`src/rtl/dmem_if.sv`:
```
// Data-memory port between the core's M stage and the data-memory responder.
// The core drives address, store data and strobe; the responder returns load data.
interface dmem_if;
    logic        MemWriteM;
    logic [31:0] ALUOutM;
    logic [31:0] WriteDataM;
    logic [31:0] ReadDataM;
    logic        LogOverflow;

    modport master (
        output MemWriteM, ALUOutM, WriteDataM,
        input  ReadDataM, LogOverflow
    );

    modport slave (
        input  MemWriteM, ALUOutM, WriteDataM,
        output ReadDataM, LogOverflow
    );
endinterface

```
`src/rtl/dmem_responder.sv`:
```
// Data-memory responder: word RAM, free-running CYCLE counter and an optional
// 4-entry store-log FIFO, enabled by defining DMEM_STORE_LOG_EN.
module dmem_responder #(
   parameter int    DEPTH     = 64,
   parameter string INIT_FILE = ""
) (
   input  logic   clk,
   input  logic   reset,
   dmem_if.slave  bus
);
   localparam int          AW          = $clog2(DEPTH);
   localparam logic [29:0] CYCLE_W     = 30'h3FFF_C000;
   localparam logic [29:0] LOG_DATA_W  = 30'h3FFF_C001;
   localparam logic [29:0] LOG_STAT_W  = 30'h3FFF_C002;

   logic [31:0]   ram [DEPTH];
   logic [AW-1:0] ram_idx;
   logic [29:0]   word;
   logic          sel_ram;
   logic          sel_cycle;
   logic          we;
   logic [31:0]   cycle;
   logic [31:0]   log_data_rd;
   logic [31:0]   log_status_rd;
   logic          unused_lsbs;

   assign word        = bus.ALUOutM[31:2];
   assign ram_idx     = bus.ALUOutM[AW+1:2];
   assign sel_ram     = (bus.ALUOutM[31:16] == 16'h0000);
   assign sel_cycle   = (word == CYCLE_W);
   assign we          = bus.MemWriteM;
   assign unused_lsbs = ^bus.ALUOutM[1:0];

   // RAM is deliberately outside the reset domain
   always_ff @(posedge clk) begin
      if (we && sel_ram)
         ram[ram_idx] <= bus.WriteDataM;
   end

   always_ff @(posedge clk or posedge reset) begin
      if (reset)
         cycle <= '0;
      else if (we && sel_cycle)
         cycle <= bus.WriteDataM;
      else
         cycle <= cycle + 32'd1;
   end

`ifdef DMEM_STORE_LOG_EN
   logic [31:0] log_mem [4];
   logic [1:0]  rd_ptr;
   logic [1:0]  wr_ptr;
   logic [2:0]  count;
   logic        overflow;
   logic        log_full;
   logic        log_empty;
   logic        push;
   logic        status_wr;

   assign log_full  = (count == 3'd4);
   assign log_empty = (count == 3'd0);
   assign push      = we && (word == LOG_DATA_W);
   assign status_wr = we && (word == LOG_STAT_W);

   always_ff @(posedge clk) begin
      if (push && !log_full)
         log_mem[wr_ptr] <= bus.WriteDataM;
   end

   // Push and pop target different addresses, so at most one fires per edge
   always_ff @(posedge clk or posedge reset) begin
      if (reset) begin
         rd_ptr   <= '0;
         wr_ptr   <= '0;
         count    <= '0;
         overflow <= 1'b0;
      end else if (push) begin
         if (log_full) begin
            overflow <= 1'b1;
         end else begin
            wr_ptr <= wr_ptr + 2'd1;
            count  <= count + 3'd1;
         end
      end else if (status_wr) begin
         if (!log_empty) begin
            rd_ptr <= rd_ptr + 2'd1;
            count  <= count - 3'd1;
         end
         if (bus.WriteDataM[16])
            overflow <= 1'b0;
      end
   end

   assign log_data_rd   = log_empty ? 32'h0 : log_mem[rd_ptr];
   assign log_status_rd = {15'h0, overflow, 6'h0, log_empty, log_full, 5'h0, count};
   assign bus.LogOverflow = overflow;
`else
   assign log_data_rd     = 32'h0;
   assign log_status_rd   = 32'h0;
   assign bus.LogOverflow = 1'b0;
`endif

   always_comb begin
      bus.ReadDataM = 32'h0;
      if (sel_ram)
         bus.ReadDataM = ram[ram_idx];
      else if (sel_cycle)
         bus.ReadDataM = cycle;
      else if (word == LOG_DATA_W)
         bus.ReadDataM = log_data_rd;
      else if (word == LOG_STAT_W)
         bus.ReadDataM = log_status_rd;
   end
endmodule
```
`src/flat_wrapper.sv`:
```
// flat-port wrapper written by rule: the top's interface ports become plain ports
module dmem_responder_flat 
#(
   parameter int    DEPTH     = 64,
   parameter string INIT_FILE = ""
)
  (clk, reset, bus_MemWriteM, bus_ALUOutM, bus_WriteDataM, bus_ReadDataM, bus_LogOverflow);
  dmem_if bus_i ();
  input  logic clk;
  input  logic reset;
  input wire logic [$bits(bus_i.MemWriteM)-1:0] bus_MemWriteM;
  input wire logic [$bits(bus_i.ALUOutM)-1:0] bus_ALUOutM;
  input wire logic [$bits(bus_i.WriteDataM)-1:0] bus_WriteDataM;
  output wire logic [$bits(bus_i.ReadDataM)-1:0] bus_ReadDataM;
  output wire logic [$bits(bus_i.LogOverflow)-1:0] bus_LogOverflow;
  assign bus_i.MemWriteM = bus_MemWriteM;
  assign bus_i.ALUOutM = bus_ALUOutM;
  assign bus_i.WriteDataM = bus_WriteDataM;
  assign bus_ReadDataM = bus_i.ReadDataM;
  assign bus_LogOverflow = bus_i.LogOverflow;
  dmem_responder #(.DEPTH(DEPTH), .INIT_FILE(INIT_FILE)) u_core (.clk(clk), .reset(reset), .bus(bus_i));
endmodule
```
`config.mk`:
```
export PLATFORM = sky130hd
export DESIGN_NAME = dmem_responder_flat
export DESIGN_NICKNAME = d
export VERILOG_FILES = /design/src/rtl/dmem_if.sv /design/src/rtl/dmem_responder.sv /design/src/flat_wrapper.sv
export SDC_FILE = /design/constraint.sdc
export NUM_CORES = 2
export LEC_CHECK = 0
export ABC_CLOCK_PERIOD_IN_PS = 4690
export CAP_MARGIN = 20
export CORE_MARGIN = 5
export CORE_UTILIZATION = 33
export CTS_CLUSTER_DIAMETER = 60
export DETAILED_ROUTE_END_ITERATION = 10
export SYNTH_ARGS = -nofsm -noshare
export SYNTH_HDL_FRONTEND = slang
export SYNTH_SLANG_ARGS = --single-unit
```
`constraint.sdc`:
```
create_clock -name clk -period 4.69 [get_ports clk]
set_clock_uncertainty 0.05 [all_clocks]
set_input_delay 0.938 -clock clk [delete_from_list [all_inputs] [get_ports clk]]
set_output_delay 0.938 -clock clk [all_outputs]
set_load 0.05 [all_outputs]
```
; Word-level counts from Yosys, hierarchy flattened
; Memory sizes are Yosys's and may differ from the RTL's.
; Cells that the tools add are included.
[word_totals]
register_bits = 32
mem_bits_rw = 2048
inputBits = 67
out_inout_bits = 33
wordCells = 12
memories = 1
[memory_table]
columns = name, words, width, rd, rd_clocked_by_memory_dff, wr, line_no
row1 = u_core.ram, 64, 32, 1, 0, 1, dmem_responder.sv:16  ; logic [31:0] ram [DEPTH];
[op_classes]
addsub = 1
n_eq_ne = 1
n_mux = 5
reduce_logical = 3
[ops]
columns = operator, count
row1 = $mux W32, 3
row2 = $add A32 B1 Y32 const B, 1
row3 = $eq A30 B30 Y1 const B, 1
row4 = $logic_not A16 Y1, 1
row5 = $logic_and A1 B1 Y1, 2
row6 = $mux W1, 2

; Logic depth before layout (Yosys ltp)
[depth]
word_depth = 4
mapped_depth = 12
ltp_nobuf = 8

; Worst setup path after synthesis
; OpenSTA, ideal clock, no wires.
[synth_path]
kind = in2out
startpoint = input bus_ALUOutM[2]
endpoint = output bus_ReadDataM[3]
arrival_ns = 3.386
t_required_ns = 3.702
slack_ns = 0.316
stages = 10
path_buffers = 4
path_cell_list = buf_6 -> or2_2 -> buf_2 -> nor2_2 -> buf_4 -> buf_2 -> a21oi_1 -> a21oi_1 -> nor4_1 -> o21ai_0
[synth_via]
elab_chain_len = 3
word_cells_on_any_way = 4
cone_classes = eq/ne: 1 / mux: 2 / memory: 1
[synth_lines]
columns = element, line_no
row1 = "start, declared", flat_wrapper.sv:12  ; input wire logic [$bits(bus_i.ALUOutM)-1:0] bus_ALUOutM;
row2 = "parallel branches: the longest is 2 deep, another holds $mem_v2 Z64 W32", --
row3 = $mux W32 (*), dmem_responder.sv:105  ; if (sel_ram)
row4 = "end, declared", flat_wrapper.sv:14  ; output wire logic [$bits(bus_i.ReadDataM)-1:0] bus_ReadDataM;
; Mark *: on every way between the ends.

; Final worst setup path
[layout_path]
startpoint = input bus_ALUOutM[4]
endpoint = output bus_ReadDataM[9]
; Same word-level chain as after synthesis.

==> impl_results.html <==
<table>
<tr><th>Metric</th><th>Value</th></tr>
<tr><th colspan="2">Critical path</th></tr>
<tr><td>Worst-path cell chain</td><td>buf_12, buf_12, and2_4, buf_4, buf_4, a21oi_1, a21oi_1, buf_4, a21oi_1, buf_4, o21ai_0, o31a_1, buf_4, buf_12</td></tr>
<tr><td>Endpoint class of the critical path</td><td>output pin</td></tr>
<tr><td>Start-to-end type of the worst setup path</td><td>input port to output pin</td></tr>
<tr><td>Critical-path top delay cell</td><td>buf_4</td></tr>
<tr><td>Worst Path Required</td><td>3700 ps</td></tr>
<tr><td>Worst path max stage delay</td><td>360 ps</td></tr>
<tr><td>Most common cell type on the critical path</td><td>buf_4</td></tr>
<tr><td>WP data arrival</td><td>3750 ps</td></tr>
<tr><td>Largest fanout of any net on the critical path</td><td>17</td></tr>
<tr><td>Kind of start point of the critical path</td><td>input port</td></tr>
<tr><th colspan="2">Routing</th></tr>
<tr><td>Aggregate routed wire length</td><td>272000 um</td></tr>
<tr><td>DRT antenna net count</td><td>0</td></tr>
<tr><td>Detailed router's first-iteration violation count</td><td>6852</td></tr>
<tr><td>Length of the first detailed-routing pass in iterations</td><td>8</td></tr>
<tr><td>Via/cell ratio</td><td>5.71</td></tr>
<tr><td>DRC violations left</td><td>0</td></tr>
<tr><td>Total via count in the routed design</td><td>48300</td></tr>
<tr><td>Post-detailed-route wirelength per cell</td><td>32.2 um</td></tr>
<tr><th colspan="2">STA</th></tr>
<tr><td>RSZ-0062 raised after global routing</td><td>true</td></tr>
<tr><td>Measured slew at the worst slew-check pin</td><td>1170 ps</td></tr>
<tr><td>Smallest setup slack after layout</td><td>-43.1 ps</td></tr>
<tr><td>Count of endpoints failing setup in the final report</td><td>3</td></tr>
<tr><td>Minimum period implied by the final worst setup slack</td><td>4730 ps</td></tr>
<tr><td>Highest clock frequency the design can meet</td><td>211 MHz</td></tr>
<tr><td>Max_slew headroom</td><td>0.223</td></tr>
<tr><td>Final Max Slew Viols</td><td>0</td></tr>
<tr><td>Hold_ws</td><td>467 ps</td></tr>
<tr><td>Crit share post-route</td><td>1.01</td></tr>
<tr><td>Fin. Hold Viols</td><td>0</td></tr>
<tr><td>Accumulated negative setup slack</td><td>-88.0 ps</td></tr>
<tr><th colspan="2">Synth</th></tr>
<tr><td>Post-Synth Simple-Gate Area</td><td>0.0247</td></tr>
<tr><td>Area of the mapped netlist</td><td>81000 um^2</td></tr>
<tr><td>Post-synth top area share</td><td>0.759</td></tr>
<tr><td>Proportion of synthesized flip-flops having asynchronous set or reset</td><td>0.0154</td></tr>
<tr><td>Post-Synthesis Mean Instance Area</td><td>18.4 um^2</td></tr>
<tr><td>Seq cells post-synth</td><td>2080</td></tr>
<tr><td>Adder-cell share of the synthesized area</td><td>0.000154</td></tr>
<tr><td>Combinational family with the most area after synthesis</td><td>multiplexers</td></tr>
<tr><td>Synth top area cells</td><td>edfxtp_1 (76%), mux4_2 (4.4%), mux2i_1 (3.6%), a21oi_1 (1.6%), a22oi_1 (1.5%)</td></tr>
<tr><td>Yosys warning total</td><td>0</td></tr>
<tr><td>Synthesized instance count</td><td>4407</td></tr>
<tr><td>Most frequently used cell type in the post-synthesis netlist</td><td>edfxtp_1</td></tr>
<tr><td>Sequential element share of the synthesized area</td><td>0.769</td></tr>
<tr><td>Primary flip-flop cell chosen by synthesis mapping</td><td>edfxtp_1</td></tr>
<tr><td>Library cell occupying the most area in the post-synthesis netlist</td><td>edfxtp_1</td></tr>
<tr><td>Number of different library cells in the post-synthesis netlist</td><td>75</td></tr>
<tr><td>Share of the synthesized area in compound gates (AO/OA/AOI/OAI)</td><td>0.0849</td></tr>
<tr><td>Share of cell area taken by muxes after synthesis</td><td>0.0961</td></tr>
<tr><td>Post-synthesis net count</td><td>4475</td></tr>
<tr><td>Share of the synthesized netlist area taken by xor and xnor gates</td><td>0.00324</td></tr>
<tr><td>Post-synth EDFFs</td><td>2048</td></tr>
<tr><td>Most frequent cells after synthesis</td><td>edfxtp_1 (2048), mux2i_1 (291), a21oi_1 (252)</td></tr>
<tr><th colspan="2">Pwr</th></tr>
<tr><td>Proportion of power drawn by combinational gates</td><td>0.064</td></tr>
<tr><td>PwrDens</td><td>398 nW/um^2</td></tr>
<tr><td>Maximum ir drop on the vdd rail</td><td>0.289 mV</td></tr>
<tr><td>LEAKAGE</td><td>0.0323 uW</td></tr>
<tr><td>Proportion of power drawn by flip-flops and latches</td><td>0.521</td></tr>
<tr><td>Internal power of the cells</td><td>30300 uW</td></tr>
<tr><td>Clock share of power</td><td>0.415</td></tr>
<tr><td>Net switching fraction of the power</td><td>0.226</td></tr>
<tr><td>Switching component of the power</td><td>8840 uW</td></tr>
<tr><th colspan="2">Clocking</th></tr>
<tr><td>Clock sinks</td><td>2080</td></tr>
<tr><td>Cts bufs inserted</td><td>211</td></tr>
<tr><td>Clock slew at reported path FFs</td><td>60 ps</td></tr>
<tr><td>Worst skew pair latency</td><td>880 ps</td></tr>
<tr><td>Maximum number of buffers from clock root to sink</td><td>3</td></tr>
<tr><td>Cell chosen for the clock root</td><td>clkbuf_16</td></tr>
<tr><td>Hold bufs inserted after CTS</td><td>0</td></tr>
<tr><td>H-tree levels</td><td>4</td></tr>
<tr><td>CTS tree</td><td>done</td></tr>
<tr><th colspan="2">Layout</th></tr>
<tr><td>Post-route insts no fill</td><td>8457</td></tr>
<tr><td>Layout Area Growth over Synthesis</td><td>21.6%</td></tr>
<tr><td>Filler cell count</td><td>21700</td></tr>
<tr><td>Total number of nets in the final design</td><td>5149</td></tr>
<tr><td>Fraction of final layout cells with drive strength greater than 1</td><td>0.274</td></tr>
<tr><td>Final Core Density</td><td>0.404</td></tr>
<tr><th colspan="2">Global routing</th></tr>
<tr><td>Maximum number of pins on one net before global-route repair</td><td>66</td></tr>
<tr><td>Total routing usage reported by global routing</td><td>0.206</td></tr>
<tr><td>Number of global-route vias before repair</td><td>46500</td></tr>
<tr><td>Total overflow reported by the global router</td><td>0</td></tr>
<tr><td>Global-route wire length before repair</td><td>375000 um</td></tr>
<tr><td>Initial antenna violation count</td><td>16</td></tr>
<tr><th colspan="2">Floorplan</th></tr>
<tr><td>Number of I/O pins</td><td>100</td></tr>
<tr><td>FP Rows</td><td>181</td></tr>
<tr><td>Core Footprint</td><td>244000 um^2</td></tr>
<tr><td>Floorplan die height</td><td>505 um</td></tr>
<tr><td>Die ar.</td><td>255000 um^2</td></tr>
<tr><td>Initial cell density of the core</td><td>0.332</td></tr>
<tr><td>Die outline width</td><td>505 um</td></tr>
<tr><th colspan="2">Run</th></tr>
<tr><td>Max-capacitance violation count</td><td>0</td></tr>
<tr><th colspan="2">Outcome</th></tr>
<tr><td>Failing checks</td><td>setup timing</td></tr>
<tr><td>Run status</td><td>complete, but fails checks</td></tr>
<tr><th colspan="2">Placement</th></tr>
<tr><td>IO Port Bufs</td><td>96</td></tr>
<tr><td>Number of placed instances with taps included</td><td>8047</td></tr>
<tr><td>HPWL reported at the end of detailed placement</td><td>175000 um</td></tr>
<tr><td>Final estimated routing congestion in global placement</td><td>0.938</td></tr>
<tr><th colspan="2">Hold path</th></tr>
<tr><td>Path category of the worst min-delay check</td><td>input port to asynchronous set/reset pin</td></tr>
</table>
-- cells in the final DEF (no fill, tap or decap), types with 31 or more instances in the layout --
cell type  instances
clkinv_1          52
o22ai_1           79
a21oi_1          249
clkbuf_1          44
mux2_2           103
mux4_2           157
a22oi_1          153
a221oi_1          97
dfrtp_1           32
edfxtp_1        2048
clkbuf_16        212
buf_2             32
clkinv_2          31
nor2_4            73
mux2i_1          291
a22o_1            62
a221o_1           66
buf_12           130
nor2_1           148
nand2_1           81
buf_4            534
nand3_1           35
o21ai_0          127
-- sequential cells by signal, summed over array words and instances (netlist names) --
register / count
u_core.ram: 2048
u_core.cycle: 32
-- stage by stage --
step	power [uW]	cell area (um^2)	setup WS, ps
final	39200	98500	-43.1
after global routing	40200	98500	-9.70
after CTS	39300	98200	-12.2
after detailed placement	23200	91000	-608
after global placement	23100	91000	-635
after floorplan	21800	81000	316
-- power groups by stage --
stage                     Clock, uW  Combinational (uW)  Sequential [uW]
after global placement            0                2340            20800
final                         16300                2490            20400
after CTS                     16500                2430            20400
after global routing          17300                2560            20400
after detailed placement          0                2360            20800
after floorplan                   0                 985            20800
-- final cells by class --
type                       count  area, um^2  share of cell area
inverter                       6        27.5            0.000279
tap                         3202        4010              0.0407
clock buffer                 255        5450              0.0553
sequential                  2080       62300               0.632
timing repair buffer         752        7580              0.0769
antenna                        4        10.0            0.000102
clock inverter               128        1220              0.0123
multi-input combinational   2030       17900               0.182
-- final timing paths --
path	start	end	slack, ps	cells after the start
worst min-delay path	reset	u_core.cycle[6]	470	3
max in group asynchronous	reset	u_core.cycle[25]	3670	3
min in group clk	bus_WriteDataM[20]	u_core.ram[9][20]	470	1
worst max register to register	u_core.cycle[1]	u_core.cycle[30]	2010	8
worst max-delay path	bus_ALUOutM[4]	bus_ReadDataM[9]	-40	14
worst min register to register	u_core.cycle[0]	u_core.cycle[0]	550	1
-- worst max-delay path: cells and delay by family --
| family | cells | cell delay (ps) |
|---|---|---|
| AOI/OAI and AO/OA | 5 | 940 |
| buffers and inverters | 8 | 1560 |
| and+or+nand+nor | 1 | 260 |
-- what timing repair did --
| action | CTS | global route |
|---|---|---|
| hold endpoints to repair | 0 | 0 |
| gates cloned | 3 | 1 |
| endpoints found under the setup margin | 30 | 27 |
| pin swaps | 12 | 22 |
| resized for setup | 84 | 39 |
| setup buffers | 9 | 11 |
-- cell families (layout without fill, tap and decap cells) --
| family | count (synthesis) | count (layout) |
|---|---|---|
| adders and majority gates | 1 | 1 |
| DFF | 2080 | 2080 |
| other | 1 | 5 |
| and+or+nand+nor | 444 | 444 |
| muxes | 561 | 561 |
| AOI/OAI and AO/OA | 993 | 993 |
| buffers and inverters | 297 | 1141 |
| xor gates and xnor gates | 30 | 30 |
-- layer usage --
metal / part of all wire / global-route usage / vias to the layer above
li1: - / - / 19500
met1: 0.40 / 0.282 / 25400
met3: 0.096 / 0.0416 / 454
met2: 0.47 / 0.330 / 2885
met4: 0.036 / 0.0688 / 6
met5: 0.00015 / 0 / -
Power figures use the tool's default switching activity.
